File: config.mk
export PLATFORM = sky130hd
export DESIGN_NAME = rr_sel_arbiter
export DESIGN_NICKNAME = d
export VERILOG_FILES = /design/src/rtl/rr_sel_arbiter.sv
export SDC_FILE = /design/constraint.sdc
export NUM_CORES = 1
export LEC_CHECK = 0
export CAP_MARGIN = 20
export CORE_MARGIN = 10
export CORE_UTILIZATION = 45
export DETAILED_ROUTE_END_ITERATION = 8
export DONT_BUFFER_PORTS = 1
export PLACE_DENSITY_LB_ADDON = 0.25
export SYNTH_ARGS = -nofsm -noshare
export SYNTH_HDL_FRONTEND = slang
export SYNTH_SLANG_ARGS = --single-unit
export TNS_END_PERCENT = 50
File: constraint.sdc
create_clock -name i_clk -period 3.2 [get_ports i_clk]
set_input_delay 0.64 -clock i_clk [delete_from_list [all_inputs] [get_ports i_clk]]
set_output_delay 0.64 -clock i_clk [all_outputs]
set_load 0.02 [all_outputs]
File: src/rtl/rr_sel_arbiter.sv
// Round-robin select generator for an N-way mux: grants one requester at a time,
// holds until done / request drop / hold limit, then forces one idle bubble.
module rr_sel_arbiter #(
    parameter int SEL_WIDTH = 2,
    parameter int HOLD_MAX  = 16
) (
    input  logic                      i_clk,
    input  logic                      i_rst,
    input  logic [2**SEL_WIDTH-1:0]   i_req,
    input  logic                      i_done,
    output logic [2**SEL_WIDTH-1:0]   o_gnt,
    output logic [SEL_WIDTH-1:0]      o_sel,
    output logic                      o_valid,
    output logic                      o_timeout
);
    localparam int N = 2**SEL_WIDTH;
    localparam logic [15:0] HOLD_LAST = 16'(HOLD_MAX - 1);

    typedef enum logic {ST_IDLE, ST_GRANT} state_t;

    state_t               state_q, state_d;
    logic [N-1:0]         gnt_q, gnt_d;
    logic [SEL_WIDTH-1:0] sel_q, sel_d;
    logic                 valid_q, valid_d;
    logic                 timeout_q, timeout_d;
    logic [SEL_WIDTH-1:0] ptr_q, ptr_d;
    logic [15:0]          cnt_q, cnt_d;

    // Requests rotated so that bit 0 is the requester at the priority pointer.
    logic [N-1:0]         req_rot;
    logic [SEL_WIDTH-1:0] win_ofs;
    logic [SEL_WIDTH-1:0] winner;
    logic                 owner_req;
    logic                 hold_hit;

    for (genvar gi = 0; gi < N; gi++) begin : g_rot
        localparam logic [SEL_WIDTH-1:0] OFS = SEL_WIDTH'(gi);
        logic [SEL_WIDTH-1:0] rot_idx;
        assign rot_idx     = ptr_q + OFS;
        assign req_rot[gi] = i_req[rot_idx];
    end

    always_comb begin
        win_ofs = '0;
        for (int k = N - 1; k >= 0; k--) begin
            if (req_rot[k]) win_ofs = SEL_WIDTH'(k);
        end
    end

    assign winner    = ptr_q + win_ofs;
    assign owner_req = i_req[sel_q];
    assign hold_hit  = (HOLD_MAX != 0) && (cnt_q == HOLD_LAST);

    always_comb begin
        state_d   = state_q;
        gnt_d     = gnt_q;
        sel_d     = sel_q;
        valid_d   = valid_q;
        timeout_d = 1'b0;
        ptr_d     = ptr_q;
        cnt_d     = cnt_q;
        case (state_q)
            ST_IDLE: begin
                if (|i_req) begin
                    state_d = ST_GRANT;
                    sel_d   = winner;
                    gnt_d   = N'(1) << winner;
                    valid_d = 1'b1;
                    cnt_d   = '0;
                end
            end
            ST_GRANT: begin
                if (!owner_req || i_done || hold_hit) begin
                    state_d   = ST_IDLE;
                    gnt_d     = '0;
                    valid_d   = 1'b0;
                    ptr_d     = sel_q + SEL_WIDTH'(1);
                    // A request drop wins over the limit; done does not mask it.
                    timeout_d = owner_req && hold_hit;
                end else if (cnt_q != 16'hFFFF) begin
                    cnt_d = cnt_q + 16'd1;
                end
            end
            default: state_d = ST_IDLE;
        endcase
    end

    always_ff @(posedge i_clk) begin
        if (i_rst) begin
            state_q   <= ST_IDLE;
            gnt_q     <= '0;
            sel_q     <= '0;
            valid_q   <= 1'b0;
            timeout_q <= 1'b0;
            ptr_q     <= '0;
            cnt_q     <= '0;
        end else begin
            state_q   <= state_d;
            gnt_q     <= gnt_d;
            sel_q     <= sel_d;
            valid_q   <= valid_d;
            timeout_q <= timeout_d;
            ptr_q     <= ptr_d;
            cnt_q     <= cnt_d;
        end
    end

    assign o_gnt     = gnt_q;
    assign o_sel     = sel_q;
    assign o_valid   = valid_q;
    assign o_timeout = timeout_q;
endmodule

# Word-level counts from Yosys, hierarchy flattened
# Index checks and enable logic that the tools add are counted.
# word_totals
out_inout_bits,8
ff_bits,27
input_bits,7
# op_classes
mux,27
reduce_logical,10
magnitude_cmp,5
shift,1
eq_ne,6
addsub,6
n_bitwise,2
# op_table
operator,n
$mux 16,3
$pmux 16 s2,1
$add 16x1->16 const B,1
$eq 16x4->1 const B,1
$ne 16x16->1 const B,1
$lt 2x3->1 const B,5
$bmux 1 s2,5
$mux 1,9
$mux 2,4
$mux 4,2
$pmux 4 s2,1
$reduce_and 2->1,3
$add 2x1->2 const B,2
$add 2x2->2 const B,2
$ne 2x1->1 const B,2
$ne 2x2->1 const B,2
$pmux 1 s2,2
$reduce_or 4->1,1
$shl 1x2->4 const A,1
$reduce_and 3->1,1
$reduce_or 3->1,1
$add 2x2->2,1
$logic_or 1x1->1,2
$not 1->1,2
2 further kinds,2

# Logic depth before layout (Yosys ltp)
# logic_depth
word_depth,11
depth_mapped,11

# Least setup slack after synthesis
# Ideal clock, no wire load.
# synth_timing
path_kind,input -> register
start,in i_req[2]
end,"reg gnt_q[0], in the netlist o_gnt[0]"
setup_slack_ns,0.838
cell_stages,6
required_ns,3.125
arrival_time_ns,2.287
n_path_buf,1
cell_sequence,buf_2 or4_1 nand3_1 ha_1 or4_1 a31oi_1
# synth_between
elab_chain_cells,10
elab_cells_between_ends,25
cone_classes,add/sub: 1; eq/ne: 2; shift: 1; mux: 16; reduce/logical: 5
# synth_lines
item,line_no,source
start: declaration,9,"input logic [2**SEL_WIDTH-1:0] i_req,"
$bmux 1 s2,40,assign req_rot[gi] = i_req[rot_idx];
$mux 1 (not written as such),40,
$mux 2 (3 in a row),46,if (req_rot[k]) win_ofs = SEL_WIDTH'(k);
$mux 2 *,46,
$add 2x2->2 *,50,assign winner = ptr_q + win_ofs;
named net winner[0],32,logic [SEL_WIDTH-1:0] winner;
$shl 1x2->4 *,67,gnt_d = N'(1) << winner;
$mux 4 *,64,if (|i_req) begin
$pmux 4 s2 *,62,case (state_q)
end signal: assignment,99,gnt_q <= gnt_d;
end: declaration,22,"logic [N-1:0] gnt_q, gnt_d;"
# The timed path passes the listed nets; every way through them passes the cells marked *. The select of a mux whose other input is x is not followed.
# A chain may end at the register's enable or synchronous reset.

# Worst setup path after layout
# layout_timing
start,"reg sel_q[0], in the netlist o_sel[0]"
end,reg cnt_q[0]
# layout_between
elab_chain_cells,7
# layout_lines
item,line_no,source
start: declaration,23,"logic [SEL_WIDTH-1:0] sel_q, sel_d;"
start signal: assignment,100,sel_q <= sel_d;
$bmux 1 s2,51,assign owner_req = i_req[sel_q];
$mux 1 (not written as such),51,
$logic_not 1->1,73,if (!owner_req || i_done || hold_hit) begin
$logic_or 1x1->1 (2 in a row),73,
$ne 2x2->1 (no line),-,
$reduce_and 3->1 (no line),-,
end signal: assignment,104,cnt_q <= cnt_d;
end: declaration,27,"logic [15:0] cnt_q, cnt_d;"
# Every way passes these cells. The select of a mux whose other input is x is not followed.

==> results.py <==
metrics = {
    "die": {
        "dieWidth_um": 80.3,
        "fp-row-count": 21,
        "initial_core_util_pct": 47.8,
        "fp.coreArea_um2": 3420,
        "ios": 15,
        "fp.dieH_um": 80.3,
        "dieArea_um2": 6440,
    },
    "global_routing": {
        "grt_first_pass_wirelength_mm": 6.31,
        "grt_pass1_vias": 1308,
        "track_usage_pct": 12.0,
        "gr-total-overflow": 0,
        "grt_max_degree": 26,
        "grt_antenna_before_repair": 0,
    },
    "finish": {
        "fin_nets": 191,
        "finalInstanceArea_um2": 1640,
        "area_delta_synth_final_pct": 0.383,
        "layout_commonest_cell": "dfxtp_1",
        "final_cell_mix": "27 x dfxtp_1, 16 x a21oi_1, 13 x nor2_1, 13 x nand2_1, 12 x nand3_1",
        "antenna_cells": 0,
        "drive_gt1_share_pct": 9.39,
    },
    "worst_setup_path": {
        "required_ns": 3.46,
        "path_max_fanout": 11,
        "worstSetupStartpointType": "flip-flop",
        "crit_type": "flip-flop to flip-flop",
        "arrival_ns": 2.53,
        "cp-end-kind": "flip-flop",
    },
    "timing": {
        "clock_skew_ns": 0.00703,
        "fin_crit_sh_pct": 71.1,
        "max_slew_margin_pct": 51.2,
        "tightest_slew_ns": 0.714,
        "rsz0062_at_grt": "false",
        "fin_setup_tns_ns": 0,
        "max_freq_mhz": 440,
        "final-setup-viol-count": 0,
        "finalCriticalPeriod_ns": 2.28,
        "hold_viol": 0,
        "drv_slew": 0,
        "holdWs_ns": 0.331,
    },
    "status": {
        "outcome": "complete, no violations",
    },
    "route": {
        "antenna_left": 0,
        "drc": 0,
        "wire_per_inst_um": 16.5,
        "first_pass_iters": 4,
        "num_vias": 1472,
        "first_iter_violations": 115,
        "wl_mm": 3.74,
        "routed_via_density": 6.48,
    },
    "yosys": {
        "synth_seq_cells": 27,
        "synth_area_um2": 1630,
        "synthCells": 188,
        "synthArstFlopShare_pct": 0,
        "synth_enable_flop_cells": 0,
        "syn_area_per_cell_um2": 8.69,
        "syn_nets": 197,
        "synth.distinct_cells": 50,
        "yosysSeqAreaShare_pct": 33.1,
        "synthFlopType": "dfxtp_1",
        "yosys_warnings": 0,
    },
    "clock_network": {
        "cts_buffers": 3,
        "cts-resized-gates": 0,
        "clk_latency_ns": 0.34,
        "cts_max_level": 1,
        "cts.sinks": 27,
        "cts_tree": "done",
        "holdBufCountCts": 0,
        "clockBufferDepth": 2,
        "cts_setup_buffers": 0,
        "path_clk_slew_ns": 0.15,
        "ctsRootBufferMaster": "clkbuf_4",
    },
    "placed_design": {
        "dp_hpwl_mm": 2.75,
        "place_area_um2": 1610,
        "portBuffers": 0,
        "gp_congestion": 0.827,
    },
    "pwr": {
        "p_leak_nw": 0.535,
        "ir_drop_uv": 284,
        "power_per_cell_area_nw_per_um2": 422,
    },
    "hold_path": {
        "min_path_type": "input pin to flip-flop",
    },
    "job": {
        "drv_cap": 0,
    },
}
metrics by stage:
| stage | util [%] | power (mW) | cells | setup WS [ns] |
|---|---|---|---|---|
| final | 48.0 | 0.692 | 227 | 0.925 |
| after floorplan | - | 0.527 | 188 | 0.838 |
| after global routing | 48.0 | 0.728 | 227 | 0.721 |
| after global placement | 47.1 | 0.535 | 223 | 0.904 |
| after CTS | 48.0 | 0.694 | 227 | 0.909 |
| after detailed placement | 47.1 | 0.540 | 223 | 0.838 |
final cells by class:
cell class,count,area [µm²]
fill,336,1780
timing repair buffer,1,7.51
sequential,27,541
inverter,7,26.3
clock buffer,3,22.5
clock inverter,1,7.51
tap,46,57.6
multi-input combinational,142,978
worst max-delay path, cell delays in order (launching register included):
cell and delay [ns]:
dfxtp_1 0.60, mux4_1 0.36, inv_1 0.09, o31ai_1 0.49
buf_4 0.28, a21oi_1 0.10, mux2_2 0.27
routing by layer:
layer	global-route usage [%]	wire, µm
met1	15.2	1550
met5	0	0
met2	19.0	1810
met4	5.11	57
met3	2.56	319
final timing paths:
kind               to     start  cells past startpoint  slack [ns]
max          cnt_q[0]  o_sel[0]                      6        0.92
min          ptr_q[0]     i_rst                      1        0.33
max reg2reg  cnt_q[0]  o_sel[0]                      6        0.92
min reg2reg  cnt_q[3]  cnt_q[3]                      2        0.51
sequential cells by signal, summed over array words and instances, names as in the netlist:
register,cells
cnt_q,16
o_gnt,4
o_sel,2
ptr_q,2
o_timeout,1
o_valid,1
state_q,1
power by group:
| group | internal (mW) | switching, mW | leakage (nW) |
|---|---|---|---|
| Clock | 0.0481 | 0.110 | 0.0139 |
| Sequential | 0.356 | 0.0418 | 0.219 |
| Combinational | 0.0522 | 0.0848 | 0.301 |
synth_stat cells, drive strengths merged, types with 2 or more instances:
master | number | area, µm²
nand4b | 3 | 26.3
nor3 | 4 | 20.0
a21o | 2 | 15.0
a31oi | 3 | 18.8
o21ai | 4 | 20.0
ha | 2 | 25.0
a21oi | 17 | 88.8
mux2i | 2 | 20.0
or3 | 2 | 12.5
or4 | 11 | 90.1
nand2 | 13 | 48.8
nand3 | 12 | 60.1
nor4 | 2 | 27.5
clkbuf | 3 | 11.3
o2111ai | 2 | 17.5
a31o | 2 | 17.5
buf | 9 | 77.6
and3 | 4 | 25.0
o41ai | 3 | 26.3
nor2 | 13 | 48.8
a211oi | 5 | 57.6
dfxtp | 27 | 541
nand4 | 5 | 31.3
o31ai | 7 | 52.6
inv | 7 | 26.3
o21bai | 4 | 30.0
and4 | 3 | 26.3
xnor2 | 3 | 26.3
logic make-up (layout without fill, tap and decap cells):
family          count (synthesis)  after routing  share of synthesized area [%]
compound gates                 57             57                           25.7
xor+xnor                        4              4                           2.14
fa+ha+maj                       2              2                           1.53
buf+inv                        19             12                           7.04
flops                          27             27                           33.1
mux                             4              4                           3.52
simple gates                   75             75                           27.0
Power figures use the tool's default switching activity.
